[src/rtl/uart_pkg.sv]
// uart_pkg
// Shared definitions for the UART receiver and transmitter.
//   UART_DATA_BITS     : data bits per frame (LSB first)
//   UART_CLKS_PER_BIT  : default bit period in clk cycles (10 MHz / 115200)
//   uart_state_t       : receiver state encoding, 3 bits
package uart_pkg;

    localparam int UART_DATA_BITS    = 8;
    localparam int UART_CLKS_PER_BIT = 87;

    typedef enum logic [2:0] {
        IDLE  = 3'd0,
        START = 3'd1,
        DATA  = 3'd2,
        STOP  = 3'd3,
        BREAK = 3'd4
    } uart_state_t;

endpackage

[src/rtl/sync_2ff.sv]
// sync_2ff
// Two-flop synchroniser for a single asynchronous input bit.
//   clk   : destination clock
//   reset : asynchronous active-high reset, loads RESET_VAL into both flops
//   d     : asynchronous input
//   q     : synchronised output, two cycles after d
module sync_2ff #(
    parameter logic RESET_VAL = 1'b1
) (
    input  logic clk,
    input  logic reset,
    input  logic d,
    output logic q
);

    logic meta;

    // Both stages reset to the same value so the output is stable and
    // reads the line's idle level straight out of reset.
    always_ff @(posedge clk or posedge reset) begin
        if (reset) begin
            meta <= RESET_VAL;
            q    <= RESET_VAL;
        end else begin
            meta <= d;
            q    <= meta;
        end
    end

endmodule

[src/rtl/uart_rx.sv]
// uart_rx
// UART receiver: 1 start bit, 8 data bits LSB first, 1 stop bit.
// Good bytes are presented as a one-cycle write strobe to the receive FIFO.
//   clk       : system clock
//   reset     : asynchronous active-high reset
//   rx        : asynchronous serial line, idles high
//   fifo_full : downstream FIFO full flag
//   err_clr   : one-cycle pulse clearing frame_err and overrun
//   rx_data   : last good byte, held between strobes
//   rx_valid  : one-cycle write strobe for rx_data
//   rx_busy   : high whenever the receiver is not idle
//   frame_err : sticky, stop bit sampled low
//   overrun   : sticky, good byte dropped because the FIFO was full
module uart_rx
    import uart_pkg::*;
#(
    parameter int CLKS_PER_BIT = UART_CLKS_PER_BIT
) (
    input  logic       clk,
    input  logic       reset,
    input  logic       rx,
    input  logic       fifo_full,
    input  logic       err_clr,
    output logic [7:0] rx_data,
    output logic       rx_valid,
    output logic       rx_busy,
    output logic       frame_err,
    output logic       overrun
);

    localparam int CNT_W = $clog2(CLKS_PER_BIT);
    localparam int IDX_W = $clog2(UART_DATA_BITS);

    localparam logic [CNT_W-1:0] HALF     = CNT_W'((CLKS_PER_BIT - 1) / 2);
    localparam logic [CNT_W-1:0] LAST     = CNT_W'(CLKS_PER_BIT - 1);
    localparam logic [IDX_W-1:0] LAST_BIT = IDX_W'(UART_DATA_BITS - 1);

    uart_state_t                state;
    logic [CNT_W-1:0]           cnt;
    logic [IDX_W-1:0]           bit_idx;
    logic [UART_DATA_BITS-1:0]  shreg;
    logic                       rx_s;
    logic                       rx_q;
    logic                       stop_sample;
    logic                       frame_set;
    logic                       overrun_set;

    sync_2ff #(
        .RESET_VAL (1'b1)
    ) u_sync (
        .clk   (clk),
        .reset (reset),
        .d     (rx),
        .q     (rx_s)
    );

    // One extra delay of the synchronised line, used only to spot the
    // high-to-low transition that marks a start bit.
    always_ff @(posedge clk or posedge reset) begin
        if (reset) begin
            rx_q <= 1'b1;
        end else begin
            rx_q <= rx_s;
        end
    end

    // The stop-bit sample point decides between a good byte, an overrun
    // and a framing error; the flag logic below needs the same decision.
    always_comb begin
        stop_sample = (state == STOP) && (cnt == LAST);
        frame_set   = stop_sample && !rx_s;
        overrun_set = stop_sample && rx_s && fifo_full;
    end

    // Receiver state machine with its bit-period counter and shifter.
    // START waits half a bit to confirm the start level at mid-bit, after
    // which every sample is one full bit period after the previous one.
    // A byte is only written out if the stop bit is high and the FIFO has
    // room; otherwise rx_data keeps the last good byte. A low stop bit
    // parks the FSM in BREAK so a held-low line cannot look like a new
    // start edge.
    always_ff @(posedge clk or posedge reset) begin
        if (reset) begin
            state    <= IDLE;
            cnt      <= '0;
            bit_idx  <= '0;
            shreg    <= '0;
            rx_data  <= '0;
            rx_valid <= 1'b0;
        end else begin
            rx_valid <= 1'b0;
            case (state)
                IDLE: begin
                    cnt <= '0;
                    if (rx_q && !rx_s) begin
                        state <= START;
                    end
                end
                START: begin
                    if (cnt == HALF) begin
                        cnt     <= '0;
                        bit_idx <= '0;
                        state   <= rx_s ? IDLE : DATA;
                    end else begin
                        cnt <= cnt + 1'b1;
                    end
                end
                DATA: begin
                    if (cnt == LAST) begin
                        cnt     <= '0;
                        shreg   <= {rx_s, shreg[UART_DATA_BITS-1:1]};
                        bit_idx <= bit_idx + 1'b1;
                        if (bit_idx == LAST_BIT) begin
                            state <= STOP;
                        end
                    end else begin
                        cnt <= cnt + 1'b1;
                    end
                end
                STOP: begin
                    if (cnt == LAST) begin
                        cnt <= '0;
                        if (!rx_s) begin
                            state <= BREAK;
                        end else begin
                            state <= IDLE;
                            if (!fifo_full) begin
                                rx_data  <= shreg;
                                rx_valid <= 1'b1;
                            end
                        end
                    end else begin
                        cnt <= cnt + 1'b1;
                    end
                end
                BREAK: begin
                    cnt <= '0;
                    if (rx_s) begin
                        state <= IDLE;
                    end
                end
                default: begin
                    state <= IDLE;
                    cnt   <= '0;
                end
            endcase
        end
    end

    // Sticky error flags. A new error in the same cycle as err_clr must
    // not be lost, so the set condition takes priority over the clear.
    always_ff @(posedge clk or posedge reset) begin
        if (reset) begin
            frame_err <= 1'b0;
            overrun   <= 1'b0;
        end else begin
            if (frame_set) begin
                frame_err <= 1'b1;
            end else if (err_clr) begin
                frame_err <= 1'b0;
            end
            if (overrun_set) begin
                overrun <= 1'b1;
            end else if (err_clr) begin
                overrun <= 1'b0;
            end
        end
    end

    // Busy covers every non-idle state, including BREAK.
    always_comb begin
        rx_busy = (state != IDLE);
    end

endmodule

[config.mk]
export PLATFORM = sky130hd
export DESIGN_NAME = uart_rx
export DESIGN_NICKNAME = d
export VERILOG_FILES = /design/src/rtl/uart_pkg.sv /design/src/rtl/sync_2ff.sv /design/src/rtl/uart_rx.sv
export SDC_FILE = /design/constraint.sdc
export NUM_CORES = 1
export LEC_CHECK = 0
export BUFFER_PORTS_ARGS = -buffer_cell sky130_fd_sc_hd__buf_4
export CORE_UTILIZATION = 56
export DETAILED_ROUTE_END_ITERATION = 8
export PLACE_DENSITY = 0.77
export SLEW_MARGIN = 20
export SYNTH_ARGS = -nofsm -noshare
export SYNTH_HDL_FRONTEND = slang
export SYNTH_SLANG_ARGS = --single-unit
export TNS_END_PERCENT = 1
[constraint.sdc]
create_clock -name clk -period 2.6 [get_ports clk]
set_input_delay 0.26 -clock clk [delete_from_list [all_inputs] [get_ports clk]]
set_output_delay 0.26 -clock clk [all_outputs]
set_load 0.03 [all_outputs]
==> qor.log <==
qor: clocking.clk-insertion-delay-late 0.34 ns
qor: clocking.cts-root-buf sky130_fd_sc_hd__clkbuf_4
qor: logic_synthesis.number_of_flops_mapped_to_enable_cells_by_yosys 0
qor: timing.layout_worst_path_cycle_share 93.3%
qor: clocking.cts.repair.resized 0
qor: clocking.cts_inserted_buffers 5
qor: logic_synthesis.synth-compound-area-share 6.81%
qor: clocking.cts.path.max_buffers 2
qor: global_routing.grt_start_max_net_pins 36
qor: floorplan.floorplan.io_pins 17
qor: min_path.worst_hold_path_type in2reg
qor: final_layout.diodes 0
qor: logic_synthesis.synth_top_family_by_area multiplexers
qor: clocking.postCtsSetupBuffers 0
qor: timing.final.setup_skew 0.0146 ns
qor: pwr.p_leak 0.000892 uW
qor: critical_path.setup.worst_path.class reg2reg
qor: detailed_routing.wl_final 2520 um
qor: logic_synthesis.postSynthRegisterBits 35
qor: timing.setup_repair_after_global_routing_missed_its_margin false
qor: pwr.worst_ir_drop_vdd 0.000489 V
qor: logic_synthesis.synth.area.mux_share 14.3%
qor: critical_path.critical_path.max_fanout 9
qor: pwr.sw_frac_of_total 27.5%
qor: placement.sum_of_net_half_perimeters_after_detailed_placement 1750 um
qor: run_status.run_status finished, final reports clean
qor: floorplan.die-height 54.5 um
qor: logic_synthesis.syn_area_per_cell 13.0 um2
qor: timing.max-slew-margin-rel 67.2%
qor: flow_run.maxCapViolCount 0
qor: floorplan.rows 18
qor: pwr.combinationalPowerShare 13.6%
qor: timing.layout_setup_ws 0.175 ns
qor: timing.max_freq 0.412 GHz
qor: placement.port_buffer_count 16
qor: pwr.cell_internal_pwr 793 uW
qor: logic_synthesis.syn-instance-count 119
qor: logic_synthesis.synth.cell_area 1540 um2
qor: clocking.clock_tree_from_tritoncts built
qor: detailed_routing.detail_route.wl_per_cell 14.6 um
qor: global_routing.grt_pass1_vias 874
qor: critical_path.worst_ep_arrival_time 2.65 ns
qor: final_layout.final_util 70.1%
qor: global_routing.groute.usage.overall 20.5%
qor: logic_synthesis.mappedNetlistNets 128
qor: pwr.total_power 1090 uW
qor: timing.max_slew.worst_pin.slew 0.492 ns
qor: global_routing.global_route_wire_length_before_repair 4040 um
qor: logic_synthesis.yosys_warnings 0
qor: detailed_routing.drt_pass1_iterations 4
qor: floorplan.core_area 2540 um2
qor: timing.fin_setup_tns 0 ns
qor: clocking.numClockSinks 35
qor: clocking.cts_hold_buf 1
qor: critical_path.end_kind flop
qor: logic_synthesis.post_synth_and_or_nand_nor_area_fraction 12.5%
qor: final_layout.layout_common_cells sky130_fd_sc_hd__dfrtp_1 (32), sky130_fd_sc_hd__buf_4 (18), sky130_fd_sc_hd__mux2_2 (9), sky130_fd_sc_hd__nor2_1 (9), sky130_fd_sc_hd__mux2_4 (8)
qor: floorplan.initial_core_util 60.7%
qor: final_layout.area_delta_synth_final 15.6%
qor: critical_path.worst-endpoint-required 2.83 ns
qor: logic_synthesis.postSynth.asyncResetShare 100%
qor: final_layout.final.fill_count 199
qor: placement.pre_cts_slack 0.162 ns
qor: pwr.seq_power_share 55.3%
qor: timing.finalSetupViolations 0
qor: detailed_routing.vias_per_cell 5.55
qor: timing.report.final.slew_viol_count 0
qor: detailed_routing.antenna_violating_nets_post_route 0
qor: timing.finalWorstPathRequiredPeriod 2.42 ns
qor: final_layout.finalNetCount 151
qor: logic_synthesis.synth-adder-area-share 3.24%
qor: detailed_routing.vias 961
qor: timing.hold_viol_final 0
qor: final_layout.mostFrequentLayoutCell sky130_fd_sc_hd__dfrtp_1
qor: placement.place_congestion 0.741
qor: global_routing.antenna_found_initial 0
qor: pwr.netSwitchingPower 300 uW
qor: detailed_routing.route.detailed.drc 0
qor: critical_path.worst_setup_path_start_kind flop
qor: floorplan.floorplan.die_area 2970 um2
qor: floorplan.fp.dieW 54.5 um
qor: final_layout.drive_gt1_share 35.7%
qor: clocking.cts.clk_slew.worst_paths 0.11 ns
qor: pwr.clockPowerShare 31.1%
qor: logic_synthesis.yosysUniqueCellTypes 35
qor: logic_synthesis.synth_seq_area_share 57.0%
qor: logic_synthesis.synth-xor-area-share 2.84%
qor: global_routing.grt_overflow 0
qor: logic_synthesis.synthFlopType sky130_fd_sc_hd__dfrtp_1
qor: pwr.power.density 613 nW/um2
qor: detailed_routing.drt_first_iter_violations 15
qor: clocking.htree_num_levels 2
qor: timing.timing.hold.ws 0.109 ns
Yosys cell counts (3+ instances only):
cell type                 instances  area, um2
sky130_fd_sc_hd__xnor2_1          3       26.3
sky130_fd_sc_hd__nand3_1          3       15.0
sky130_fd_sc_hd__dfrtp_1         32        801
sky130_fd_sc_hd__or3_1            3       18.8
sky130_fd_sc_hd__nor3_1           3       15.0
sky130_fd_sc_hd__nand2_1          4       15.0
sky130_fd_sc_hd__nor2_1           9       33.8
sky130_fd_sc_hd__mux2_4           8        120
sky130_fd_sc_hd__mux2_2           9        101
sky130_fd_sc_hd__dfstp_2          3       78.8
sky130_fd_sc_hd__inv_1            7       26.3
sky130_fd_sc_hd__ha_1             4       50.1
per-stage QoR:
stage | instances | area, um2
after floorplan | 119 | 1540
after global placement | 163 | 1690
after detailed placement | 163 | 1690
after CTS | 172 | 1770
after global routing | 173 | 1780
final | 173 | 1780
path summary, 6_finish.rpt:
check	depth (start not counted)	slack [ns]	end	start
min reg2reg	0	0.36	u_sync.q$_DFF_PP1_	u_sync.meta$_DFF_PP1_
max reg2reg	6	0.18	rx_data[6]$_DFFE_PP0P_	cnt[0]$_DFF_PP0_
max	6	0.18	rx_data[6]$_DFFE_PP0P_	cnt[0]$_DFF_PP0_
min	2	0.11	frame_err$_DFFE_PP0P_	err_clr
max in group asynchronous	4	1.69	u_sync.meta$_DFF_PP1_	reset
min in group asynchronous	4	0.56	shreg[0]$_DFFE_PP0P_	reset
routing by layer:
layer,global-route usage [%],vias to the layer above,share of wire [%]
met5,0,-,0
met4,8.97,0,1.2
met3,8.33,4,5.1
met2,30.3,21,45
met1,26.3,475,48
li1,-,461,-
sequential cells by signal, indices dropped and copies added, names as in the netlist:
signal       cells
state            3
u_sync.meta      1
bit_idx          3
shreg            8
rx_valid         1
u_sync.q         1
cnt              7
rx_data          8
overrun          1
frame_err        1
rx_q             1
area by class of cell:
cell class | count | area, um2 | share of cell area (%)
clock buffer | 7 | 65.1 | 3.65
clock inverter | 1 | 7.51 | 0.421
inverter | 7 | 26.3 | 1.47
multi-input combinational | 73 | 613 | 34.4
sequential | 35 | 880 | 49.3
tap | 30 | 37.5 | 2.10
timing repair buffer | 20 | 155 | 8.70
critical path, stage by stage (launching register included):
cell,delay (ns)
sky130_fd_sc_hd__dfrtp_1,0.42
sky130_fd_sc_hd__inv_1,0.07
sky130_fd_sc_hd__ha_1,0.19
sky130_fd_sc_hd__nand4bb_4,0.14
sky130_fd_sc_hd__or4_4,0.52
sky130_fd_sc_hd__or3b_1,0.59
sky130_fd_sc_hd__mux2_4,0.37
cells by family (layout without fill, tap and decap cells):
logic type	after synthesis	in the layout
adder cells (fa/ha/maj)	4	4
multiplexers	17	17
flip-flops	35	35
buffers and inverters	11	35
AND/OR/NAND/NOR	32	32
XOR/XNOR	5	5
AO/OA/AOI/OAI	15	15
power groups by stage:
stage	registers [uW]	logic [uW]	clock network, uW
floorplan	605	110	0
global placement	612	141	0
detailed placement	615	148	0
CTS	604	151	354
global route	610	167	378
finish	605	149	340
Power figures use the tool's default switching activity.
